===== config.mk =====
export PLATFORM = sky130hd
export DESIGN_NAME = square_btn_ctrl
export DESIGN_NICKNAME = d
export VERILOG_FILES = /design/src/rtl/square_btn_ctrl.sv
export SDC_FILE = /design/constraint.sdc
export NUM_CORES = 1
export LEC_CHECK = 0
export ABC_CLOCK_PERIOD_IN_PS = 2100
export CAP_MARGIN = 20
export CORE_ASPECT_RATIO = 1.75
export CORE_MARGIN = 5
export CORE_UTILIZATION = 35
export CTS_CLUSTER_DIAMETER = 120
export CTS_CLUSTER_SIZE = 28
export DETAILED_ROUTE_END_ITERATION = 7
export GPL_ROUTABILITY_DRIVEN = 0
export PLACE_DENSITY = 0.64
export SLEW_MARGIN = 20
export SYNTH_ARGS = -nofsm -noshare
export SYNTH_HDL_FRONTEND = slang
export SYNTH_SLANG_ARGS = --single-unit

===== constraint.sdc =====
create_clock -name clk -period 2.1 [get_ports clk]
set_clock_uncertainty 0.2 [all_clocks]
set_input_delay 0.42 -clock clk [delete_from_list [all_inputs] [get_ports clk]]
set_output_delay 0.42 -clock clk [all_outputs]
set_load 0.1 [all_outputs]

===== src/rtl/square_btn_ctrl.sv =====
// Button front end for the rotating-square driver: sync, debounce, edge-detect, toggle en/cw.
// Optional build macro LONG_PRESS_EN: holding pause for LONG_CYCLES restores en/cw to reset values.

module sbc_debounce #(
   parameter int DB_CYCLES = 2_000_000
) (
   input  logic clk,
   input  logic rst_n,
   input  logic btn,
   output logic accept,
   output logic pressed
);
   typedef enum logic [1:0] {IDLE, WAIT_PRESS, PRESSED, WAIT_RELEASE} db_state_t;

   localparam logic [23:0] DB_LAST = 24'(DB_CYCLES - 1);

   logic      sync1, s;
   db_state_t state, state_n;
   logic [23:0] cnt;

   always_ff @(posedge clk or negedge rst_n) begin
      if (!rst_n) begin
         sync1 <= 1'b0;
         s     <= 1'b0;
         state <= IDLE;
         cnt   <= '0;
      end else begin
         sync1 <= btn;
         s     <= sync1;
         state <= state_n;
         // counter restarts on every state change and otherwise saturates
         if (state_n != state) cnt <= '0;
         else if (cnt != '1)   cnt <= cnt + 24'd1;
      end
   end

   always_comb begin
      state_n = state;
      accept  = 1'b0;
      case (state)
         IDLE:       if (s) state_n = WAIT_PRESS;
         WAIT_PRESS: begin
            if (!s) state_n = IDLE;
            else if (cnt == DB_LAST) begin
               state_n = PRESSED;
               accept  = 1'b1;
            end
         end
         PRESSED:    if (!s) state_n = WAIT_RELEASE;
         WAIT_RELEASE: begin
            if (s) state_n = PRESSED;
            else if (cnt == DB_LAST) state_n = IDLE;
         end
         default:    state_n = IDLE;
      endcase
   end

   assign pressed = (state == PRESSED);
endmodule

module square_btn_ctrl #(
   parameter int   DB_CYCLES   = 2_000_000,
   parameter logic EN_RST      = 1'b0,
   parameter logic CW_RST      = 1'b1,
   parameter int   LONG_CYCLES = 200_000_000
) (
   input  logic clk,
   input  logic rst_n,
   input  logic btn_pause,
   input  logic btn_dir,
   output logic en,
   output logic cw,
   output logic pause_evt,
   output logic dir_evt
);
   if (DB_CYCLES < 2 || DB_CYCLES > 24'hFF_FFFF) begin : g_db_chk
      $error("DB_CYCLES out of range");
   end
   if (LONG_CYCLES < 2 || LONG_CYCLES > 28'hFFF_FFFF) begin : g_long_chk
      $error("LONG_CYCLES out of range");
   end

   logic pause_acc, pause_pressed;
   logic dir_acc, dir_pressed;
   logic long_fire;

   sbc_debounce #(.DB_CYCLES(DB_CYCLES)) u_db_pause (
      .clk(clk), .rst_n(rst_n), .btn(btn_pause),
      .accept(pause_acc), .pressed(pause_pressed)
   );

   sbc_debounce #(.DB_CYCLES(DB_CYCLES)) u_db_dir (
      .clk(clk), .rst_n(rst_n), .btn(btn_dir),
      .accept(dir_acc), .pressed(dir_pressed)
   );

`ifdef LONG_PRESS_EN
   localparam logic [27:0] LONG_LAST = 28'(LONG_CYCLES - 1);
   logic [27:0] lcnt;

   // saturating, so the restore fires only once per hold
   always_ff @(posedge clk or negedge rst_n) begin
      if (!rst_n)              lcnt <= '0;
      else if (!pause_pressed) lcnt <= '0;
      else if (lcnt != '1)     lcnt <= lcnt + 28'd1;
   end

   assign long_fire = pause_pressed && (lcnt == LONG_LAST);
`else
   assign long_fire = 1'b0;
`endif

   always_ff @(posedge clk or negedge rst_n) begin
      if (!rst_n) begin
         en        <= EN_RST;
         cw        <= CW_RST;
         pause_evt <= 1'b0;
         dir_evt   <= 1'b0;
      end else begin
         pause_evt <= pause_acc | long_fire;
         dir_evt   <= dir_acc | long_fire;
         if (long_fire) begin
            en <= EN_RST;
            cw <= CW_RST;
         end else begin
            if (pause_acc) en <= ~en;
            if (dir_acc)   cw <= ~cw;
         end
      end
   end

   logic unused_dir_pressed;
   assign unused_dir_pressed = dir_pressed;
endmodule


==> summary.md, run 1 <==
| Metric | Value |
|---|---|
| Failing checks | `setup timing` |
| Cell area after layout | `4600 sq um` |
| Core area | `between 8000 and 9000 sq um` |
| Leakage | `1.99 nW` |
| CTS tree | `built` |
| Hold WC Path Type | `reg -> reg` |
| Worst vdd ir | `0.000417 V` |
| Synth area leader | `dfrtp_1` |
| Most common cell in the netlist | `dfrtp_1` |
| Synth Register Bits | `60` |
| Setup total negative slack | `-116 ps` |
| Vias in the first global route | `between 2,000 and 3,000` |
| Largest cells by area after synthesis | `dfrtp_1 46%, nor2_1 5.6%, xor2_1 5.5%` |
| Area growth, synth to finish | `44.9%` |
| Area of the mapped netlist | `3180 sq um` |
| P per Cell Area | `600 nW/um^2` |
| Synth top area share | `a little under half` |
| Crit path max-delay cell type | `or4_4` |
| Crit Path Max Fanout | `7` |
| I/O pin cnt | `8` |
| DRT Pass-1 Iters | `4` |
| Final Max Tran Viols | `0` |
| Status | `finished, violations left` |
| Via count | `approximately 2,900` |
| Crit-path leading delay family | `simple AND/OR/NAND/NOR gates` |
| Kind of critical path | `reg -> reg` |
| Die Area | `~11,000 sq um` |
| WP data required | `between 2000 and 2500 ps` |
| All-Layer GR Usage | `about 16%` |
| Synth Area per Inst | `9.90 sq um` |
| Per-cell routed wire length | `about 16 um` |
| Die Span X | `between 80 and 90 um` |
| ANT cells | `0` |
| Starting Density | `between 30% and 40%` |
| Async SR Flop Fraction | `100%` |
| Layout Nets | `412` |
| Final setup vio count | `6` |
| Max_cap viols | `0` |
| Mapped Nets | `roughly 330` |
| Gr ovfl total | `0` |
| Final Critical Period | `2160 ps` |
| Final hold vios | `0` |
| Cells after Synth | `approximately 320` |
| Synth warn | `0` |
| CP endpoint kind | `flop` |
| CTS Buf Count | `9` |
| Unique masters post-synth | `53` |
| Ys flop type | `dfrtp_1` |
| Max_slew headroom | `approximately 74%` |
| Post-synth EDFFs | `0` |
| Final hold slack | `148 ps` |
| Die H | `136 um` |
| RSZ-0062 raised after global routing | `yes` |
| Share of post-route cells with drive strength above 1 | `36.5%` |
| Root buffer selected by CTS | `clkbuf_16` |
| Crit path largest cell delay | `approximately 620 ps` |
| Rows | `46` |
| Htree depth | `3` |
| Commonest cells in the netlist | `59 x dfrtp_1, 47 x nor2_1, 21 x nand3_1, 20 x nand2_1, 20 x xor2_1` |
| Design Power | `between 0.002 and 0.003 W` |
| Initial antenna violation count | `0` |
| PortBufs | `7` |
| Worst Max-Slew Pin Slew | `around 380 ps` |
| Startpoint Class | `flop` |
| Sequential share of the synthesized area | `a little under half` |
| Maximum clock frequency | `463 MHz` |
| DP Wirelength | `about 5.7 mm` |
| Final setup margin | `-58.9 ps` |
| First-pass GRT wire length | `around 14 mm` |
| DRT antenna net count | `0` |
| DRC viols | `0` |
| Fin crit share | `103%` |
| Filler cell count | `a little over 800` |
| Worst path buffer plus inverter count | `1` |
| Initial DRC Count | `137` |
| Via density | `about 5.4` |
| Crit path DAT | `~2200 ps` |
| DP Area | `approximately 3900 sq um` |
| Clock Tree Buf Depth | `2` |
| Clk sinks | `60` |
| Clock Pin Slew Worst Setup and Hold Paths | `about 50 ps` |
| Worst path cell trace | `buf_6 > nand4_1 > or4_4 > nor4_4 > and4bb_2 > nor3_1` |
| Largest net degree at the start of global routing | `between 60 and 70` |
| Clk_lat worst skew | `roughly 340 ps` |
| Final WL | `8.40 mm` |
layout by cell type, fill, tap and decap left out, types with 7 or more instances in the layout:
cell and n:
buf_4 70, dfrtp_1 58, nor2_1 47, xor2_1 20, nand2_1 20, xnor2_1 19
nand3_1 18, a21oi_1 13, nand4_1 10, clkbuf_16 9, o21ai_1 7, buf_12 7
final cells by class:
| type | instances | area [sq um] | share of cell area [%] |
|---|---|---|---|
| clock buffers | 10 | 229 | 4.97 |
| well taps | 120 | 150 | 3.26 |
| inverters | 1 | 3.75 | 0.0815 |
| multi-input cells | 246 | 1880 | 40.9 |
| repair buffers | 88 | 779 | 16.9 |
| clock inverters | 6 | 55.1 | 1.20 |
| flip-flops and latches | 60 | 1500 | 32.7 |
flip-flops by register name (all words and copies together) (netlist names):
signal,count
u_db_pause.sync1,1
u_db_pause.state,2
u_db_dir.cnt,24
dir_evt,1
u_db_dir.state,2
pause_evt,1
cw,1
en,1
u_db_dir.sync1,1
u_db_dir.s,1
u_db_pause.s,1
u_db_pause.cnt,24
report_power, final:
| group | switching, W | internal [W] | leakage, nW |
|---|---|---|---|
| combinational | 0.0000770 | 0.0000638 | 1.03 |
| sequential | 0.0000124 | 0.00117 | 0.815 |
| clock | 0.000529 | 0.000906 | 0.146 |
metal layers:
layer  GRT usage [%]  up-vias  part of all wire (%)
li1                -     1344                     -
met1            16.3     1444                    35
met2            29.3       47                    59
met3            3.85       20                   2.7
met4            9.06        0                   3.4
met5               0        -                     0
logic make-up after synthesis:
kind of cell	count (synthesis)	synth area share (%)
AND/OR/NAND/NOR	150	25.7
flip-flops	60	47.3
adder cells (fa/ha/maj)	2	0.788
AO/OA/AOI/OAI	50	11.2
multiplexers	4	1.34
XOR/XNOR	39	10.8
buffers and inverters	16	2.87
through the flow:
stage	utilization, %	worst slack [ps]	cells
4_1_cts	47.9	-29.3	521
5_1_grt	51.3	-122	531
3_5_place_dp	43.8	-138	501
2_1_floorplan	-	-36.3	321
6_report	51.3	-58.9	531
3_3_place_gp	43.8	-128	501
final timing paths:
kind | start | endpoint | slack (ps) | cells past startpoint
max in group asynchronous | rst_n | cw | 950 | 3
min | u_db_dir.sync1 | u_db_dir.s | 150 | 0
min in group asynchronous | rst_n | u_db_pause.cnt[6] | 420 | 3
max reg2reg | u_db_pause.cnt[9] | u_db_pause.cnt[22] | -60 | 6
max | u_db_pause.cnt[9] | u_db_pause.cnt[22] | -60 | 6
min reg2reg | u_db_dir.sync1 | u_db_dir.s | 150 | 0
repair_timing:
item | in CTS | in global routing
pin swaps | 0 | 19
hold buffers | 1 | 0
endpoints found under the hold margin | 59 | 0
resized for setup | 12 | 43
setup endpoints to repair | 51 | 52
buffers inserted | 2 | 9
gates cloned | 1 | 1
worst register-to-register path, cell delays in order (launching register included):
cell      delay [ps]
dfrtp_1          410
buf_6            130
nand4_1          150
or4_4            620
nor4_4           240
and4bb_2         260
nor3_1            50
(Power assumes the default switching activity.)
==> inputs of run 2 (changes only) <==
Settings changed: CAP_MARGIN 20 to default, CORE_UTILIZATION 35 to 55, PLACE_DENSITY 0.64 to 0.87.
==> run 2 against run 1 <==
Effect of this change: the flow still finishes with violations (setup timing); critical path depth unchanged; clock-buffer cell count up 2; clock power down 9%; non-clock buffer count down 9; combinational power up 6%; fmax down 1.8%; critical path type unchanged; total power down 4.3%; final area down 2.2%; die area down 33%.
==> summary.md, run 2 (same netlist as run 1, synthesis figures left out) <==
| Metric | Value |
|---|---|
| ANT cells | `0 (unchanged)` |
| Per-cell routed wire length | `19.1 um (+21%)` |
| All-Layer GR Usage | `24.4% (+8.2 points)` |
| PortBufs | `7 (unchanged)` |
| Failing checks | `setup timing` |
| Share of post-route cells with drive strength above 1 | `37.8% (+1.3 points)` |
| Hold WC Path Type | `reg -> reg` |
| Final hold vios | `0 (unchanged)` |
| # placed instances | `446 (-11%)` |
| Rows | `36 (-22%)` |
| DP Wirelength | `5.44 mm (-4.1%)` |
| Int Pwr | `0.00209 W (-2.7%)` |
| Final WL | `9.13 mm (+8.7%)` |
| Clock share of power | `49.5% (-2.5 points)` |
| Post-layout util | `80.6% (+29 points)` |
| Gr ovfl total | `0 (unchanged)` |
| Layout Nets | `403 (-2.2%)` |
| Area growth, synth to finish | `41.7%` |
| P per Cell Area | `588 nW/um^2 (-2.1%)` |
| Leakage | `1.89 nW (-4.9%)` |
| RSZ-0062 raised after global routing | `yes` |
| Worst Max-Slew Pin Slew | `469 ps (+86.8 ps)` |
| Starting Density | `56.9% (+21 points)` |
| Clock Tree Buf Depth | `2 (unchanged)` |
| Most common cell after layout, fill and taps aside | `buf_4` |
| Via count | `2,915 (+2.1%)` |
| Final Critical Period | `2200 ps (+39.4 ps)` |
| Max_slew headroom | `68.5% (-5.8 points)` |
| Crit path DAT | `2230 ps (+60 ps)` |
| Die H | `111 um (-19%)` |
| Core area | `5590 sq um (-38%)` |
| Clk_lat worst skew | `350 ps (about the same)` |
| FF-to-FF Start | `u_db_pause.cnt[0]` |
| CTS tree | `built` |
| Reg power frac | `44.8% (+1.8 points)` |
| Worst Hold Depth | `0 (unchanged)` |
| Biggest regs | `u_db_dir.cnt (24), u_db_pause.cnt (24)` |
| Comb pwr share | `5.7% (+0.6 points)` |
| Final Max Tran Viols | `0 (unchanged)` |
| Clock Pin Slew Worst Setup and Hold Paths | `70 ps (+20 ps)` |
| Root buffer selected by CTS | `clkbuf_8` |
| Initial DRC Count | `209 (+53%)` |
| Crit path max-delay cell type | `or4_4` |
| Max_cap viols | `0 (unchanged)` |
| Crit Path Max Fanout | `7 (unchanged)` |
| Htree depth | `3 (unchanged)` |
| Worst r2r path cells | `6 (unchanged)` |
| R2R Setup Slk | `-100 ps (-40 ps)` |
| Startpoint Class | `flop` |
| Via density | `6.10 (+13%)` |
| I/O pin cnt | `8 (unchanged)` |
| CTS Buf Count | `9 (unchanged)` |
| Status | `finished, violations left` |
| Reg2reg end | `u_db_pause.cnt[9]` |
| Worst vdd ir | `0.000750 V (+80%)` |
| Switch Pwr | `0.000557 W (-9.8%)` |
| Crit path largest cell delay | `650 ps (+30 ps)` |
| Final setup margin | `-98.3 ps (-39.4 ps)` |
| Sw frac | `21.1% (-1.3 points)` |
| DRT antenna net count | `0 (unchanged)` |
| Vias in the first global route | `3,025 (+0.93%)` |
| Clk sinks | `60 (unchanged)` |
| Commonest cells after routing, fill and taps aside | `63 x buf_4, 57 x dfrtp_1, 39 x nor2_1` |
| DRT Pass-1 Iters | `4 (unchanged)` |
| WP data required | `2130 ps (about the same)` |
| Worst path buffer plus inverter count | `0 (-1)` |
| Final Non-Filler Cells | `478 (-10%)` |
| Maximum clock frequency | `455 MHz (-1.8%)` |
| Largest net degree at the start of global routing | `46 (-25%)` |
| Crit-path leading delay family | `simple AND/OR/NAND/NOR gates` |
| Hold worst-path end | `u_db_dir.s` |
| Worst path cell trace | `ha_4 > nand3_4 > or4_4 > o2111ai_2 > xor2_1 > nor2_1` |
| Die Area | `7460 sq um (-33%)` |
| Die Span X | `67.5 um (-18%)` |
| Fin crit share | `105% (+1.9 points)` |
| Initial antenna violation count | `0 (unchanged)` |
| CP endpoint kind | `flop` |
| DRC viols | `0 (unchanged)` |
| Hold Startpoint | `u_db_dir.sync1` |
| Final setup vio count | `26 (+20)` |
| Dpl ws | `-224 ps (-86.0 ps)` |
| First-pass GRT wire length | `13.9 mm (+1.4%)` |
| Kind of critical path | `reg -> reg` |
[run 2: changes by cell type in the layout (fill, tap and decap cells not counted), moves of 4 or more]
cell | previous run | this run
clkbuf_8 | 0 | 11
buf_4 | 70 | 63
nor2_1 | 47 | 39
nor2_4 | 1 | 6
clkinv_2 | 5 | 1
clkbuf_16 | 9 | 0
[run 2: worst max path at each step]
stage,startpoint,to,depth (start not counted)
floorplan,u_db_pause.cnt[0],u_db_pause.cnt[18],8
global placement,u_db_pause.cnt[8],en,7
detailed placement,u_db_dir.cnt[0],u_db_dir.cnt[23],7
CTS,u_db_pause.cnt[0],u_db_pause.cnt[22],6
global route,u_db_pause.cnt[0],u_db_pause.cnt[22],6
finish,u_db_pause.cnt[0],u_db_pause.cnt[9],6
[run 2: cell type report]
class	count	area (sq um)
fill	322	1080
multi-input combinational	246	1930
inverter	1	3.75
clock inverter	4	95.1
clock buffer	12	155
sequential	60	1510
timing repair buffer	79	717
tap	76	95.1
[run 2: layer usage]
| layer | wire, um | GRT usage (%) |
|---|---|---|
| met3 | 339 | 5.59 |
| met5 | 0 | 0 |
| met1 | 3130 | 25.5 |
| met2 | 5290 | 42.6 |
| met4 | 375 | 13.7 |
[run 2: stage by stage]
stage / cell area [sq um] / setup TNS [ps] / hold slack (ps) / power [W]
6_report: 4500 / -1770 / 150 / 0.00264
5_1_grt: 4500 / -4010 / 169 / 0.00273
4_1_cts: 4220 / -361 / 150 / 0.00263
3_5_place_dp: 3800 / -2920 / 136 / 0.00133
3_3_place_gp: 3800 / -299 / 132 / 0.00133
2_1_floorplan: 3230 / -36.3 / -75.6 / 0.00126
[run 2: what timing repair did]
action / in CTS / in global routing
hold endpoints to repair: 15 / 0
pin swaps: 9 / 25
cloned: 1 / 1
setup buffers: 4 / 9
setup endpoints to repair: 51 / 51
hold buffers: 1 / 0
resized for setup: 24 / 47
[run 2: power by group through the flow]
stage               registers, W  clock network (W)   logic, W
floorplan                0.00121                  0  0.0000491
global placement         0.00120                  0   0.000122
detailed placement       0.00121                  0   0.000127
CTS                      0.00119            0.00131   0.000132
global route             0.00119            0.00138   0.000165
finish                   0.00119            0.00131   0.000150
==> inputs of run 3 (changes only) <==
Settings changed: CORE_UTILIZATION 55 to 58, CTS_BUF_LIST from default to sky130_fd_sc_hd__clkbuf_2, PLACE_DENSITY 0.87 to 0.9.
==> run 3 against run 2 <==
Effect of this change: final area is 5.1% lower; the run still ends with setup timing left; core utilization hardly changed; wire length is 3.3% lower; largest cell class unchanged.
==> summary.md, run 3 (same netlist as run 1, synthesis figures left out) <==
| Metric | Value |
|---|---|
| Filler cell count | `296 (-8.1%)` |
| Via density | `6.24 (+2.3%)` |
| Biggest regs | `u_db_dir.cnt (24), u_db_pause.cnt (24)` |
| Share of post-route cells with drive strength above 1 | `33.9% (-3.9 points)` |
| CTS Buf Count | `9 (unchanged)` |
| Die Span X | `65.9 um (-2.2%)` |
| Layout Nets | `399 (-0.99%)` |
| Dpl ws | `-242 ps (-17.6 ps)` |
| Clk sinks | `60 (unchanged)` |
| Final hold vios | `0 (unchanged)` |
| DRT antenna net count | `0 (unchanged)` |
| Maximum clock frequency | `445 MHz (-2.2%)` |
| Die H | `108 um (-2.4%)` |
| Clock Pin Slew Worst Setup and Hold Paths | `170 ps (+100 ps)` |
| Reg power frac | `58.5% (+14 points)` |
| Area growth, synth to finish | `34.4%` |
| Sw frac | `24.8% (+3.7 points)` |
| DRT Pass-1 Iters | `4 (unchanged)` |
| Die Area | `7120 sq um (-4.6%)` |
| RSZ-0062 raised after global routing | `yes` |
| ANT cells | `0 (unchanged)` |
| Core area | `5300 sq um (-5.1%)` |
| Hold WC Path Type | `in -> reg` |
| Per-cell routed wire length | `18.7 um (-2.1%)` |
| Crit path DAT | `2440 ps (+210 ps)` |
| DRC viols | `0 (unchanged)` |
| Final Max Tran Viols | `0 (unchanged)` |
| Initial antenna violation count | `0 (unchanged)` |
| Leakage | `1.82 nW (-3.9%)` |
| Max_cap viols | `0 (unchanged)` |
| WP data required | `2290 ps (+160 ps)` |
| Htree depth | `3 (unchanged)` |
| Initial DRC Count | `277 (+33%)` |
| Vias in the first global route | `2,907 (-3.9%)` |
| Largest net degree at the start of global routing | `61 (+33%)` |
| Failing checks | `setup timing` |
| I/O pin cnt | `8 (unchanged)` |
| P per Cell Area | `475 nW/um^2 (-19%)` |
| Startpoint Class | `flop` |
| CP endpoint kind | `flop` |
| Post-layout util | `80.6% (about the same)` |
| Final setup vio count | `28 (+7.7%)` |
| CTS tree | `built` |
| Final WL | `8.83 mm (-3.3%)` |
| Commonest cells after routing, fill and taps aside | `58 x buf_4, 56 x dfrtp_1, 41 x nor2_1` |
| Clock Tree Buf Depth | `2 (unchanged)` |
| Root buffer selected by CTS | `clkbuf_2` |
| Final setup margin | `-148 ps (-49.7 ps)` |
| DP Wirelength | `5.14 mm (-5.5%)` |
| Worst Max-Slew Pin Slew | `448 ps (-20.6 ps)` |
| Clk_lat worst skew | `490 ps (+140 ps)` |
| Most common cell after layout, fill and taps aside | `buf_4` |
| Crit Path Max Fanout | `4 (-3)` |
| Rows | `35 (-2.8%)` |
| Clock share of power | `33.7% (-16 points)` |
| Final Critical Period | `2250 ps (+49.7 ps)` |
| Switch Pwr | `0.000502 W (-10%)` |
| Fin crit share | `107% (+2.4 points)` |
| Kind of critical path | `reg -> reg` |
| Comb pwr share | `7.8% (+2.1 points)` |
| Via count | `2,944 (+0.99%)` |
| PortBufs | `7 (unchanged)` |
| Gr ovfl total | `0 (unchanged)` |
| Design Power | `0.00203 W (-23%)` |
| Int Pwr | `0.00152 W (-27%)` |
| Status | `finished, violations left` |
| R2R Setup Slk | `-150 ps (-50 ps)` |
| First-pass GRT wire length | `13.0 mm (-6.3%)` |
| All-Layer GR Usage | `23.8% (-0.54 points)` |
| Starting Density | `60.0% (+3.1 points)` |
| Worst vdd ir | `0.000455 V (-39%)` |
| Max_slew headroom | `70.0% (+1.6 points)` |
## run 3: cell types whose count changed in the layout (fill, tap and decap cells not counted), sizes merged
cell / before / now
clkinv: 1 / 3
buf: 76 / 70
bufinv: 3 / 1
clkbuf: 12 / 14
## run 3: area by class of cell
| type | instances | area (sq um) | area share (%) |
|---|---|---|---|
| clock buffer | 12 | 60.1 | 1.41 |
| timing repair buffer | 75 | 706 | 16.5 |
| tap | 74 | 92.6 | 2.17 |
| sequential | 60 | 1510 | 35.3 |
| clock inverter | 4 | 41.3 | 0.967 |
| multi-input combinational | 246 | 1860 | 43.6 |
| inverter | 1 | 3.75 | 0.0879 |
## run 3: path summary, 6_finish.rpt
path | startpoint | to | cells past startpoint
hold / removal | btn_dir | u_db_dir.sync1 | 1
hold reg to reg | u_db_pause.sync1 | u_db_pause.s | 0
setup reg to reg | u_db_dir.cnt[13] | u_db_dir.cnt[23] | 7
min in group asynchronous | rst_n | u_db_pause.cnt[23] | 3
setup / recovery | u_db_dir.cnt[13] | u_db_dir.cnt[23] | 7
max in group asynchronous | rst_n | cw | 3
## run 3: critical path, cell delays in order (launching register included)
cell and delay [ps]:
dfrtp_1 420, buf_4 150, and4_1 260, nand4_1 210
a2111oi_1 500, buf_4 200, xnor2_1 160, nor2_4 60
## run 3: per-layer routing
metal | GRT usage, % | up-vias | wire, um
met2 | 42.2 | 127 | 4770
met3 | 5.22 | 47 | 414
li1 | - | 1313 | -
met5 | 0 | - | 0
met4 | 13.7 | 0 | 548
met1 | 25.3 | 1457 | 3100
## run 3: per-stage QoR
step / instance area (sq um) / TNS, ps / hold WS [ps] / cells
5_1_grt: 4270 / -4740 / 109 / 472
2_1_floorplan: 3230 / -36.3 / -75.6 / 321
6_report: 4270 / -1170 / 151 / 472
4_1_cts: 4030 / -135 / 124 / 464
3_5_place_dp: 3790 / -5710 / 136 / 443
3_3_place_gp: 3790 / -4510 / 134 / 443
## run 3: timing repair
action | in CTS | in global routing
cloned | 1 | 3
gates resized for setup | 17 | 33
buffers inserted | 3 | 5
pin swaps | 2 | 18
setup endpoints to repair | 53 | 52
hold buffers | 1 | 0
endpoints found under the hold margin | 60 | 0
## run 3: power by group through the flow
stage | Sequential (W) | Combinational, W | Clock (W)
after global routing | 0.00119 | 0.000172 | 0.000753
after global placement | 0.00120 | 0.000123 | 0
final | 0.00119 | 0.000158 | 0.000683
after CTS | 0.00118 | 0.000131 | 0.000696
after detailed placement | 0.00121 | 0.000128 | 0
after floorplan | 0.00121 | 0.0000491 | 0
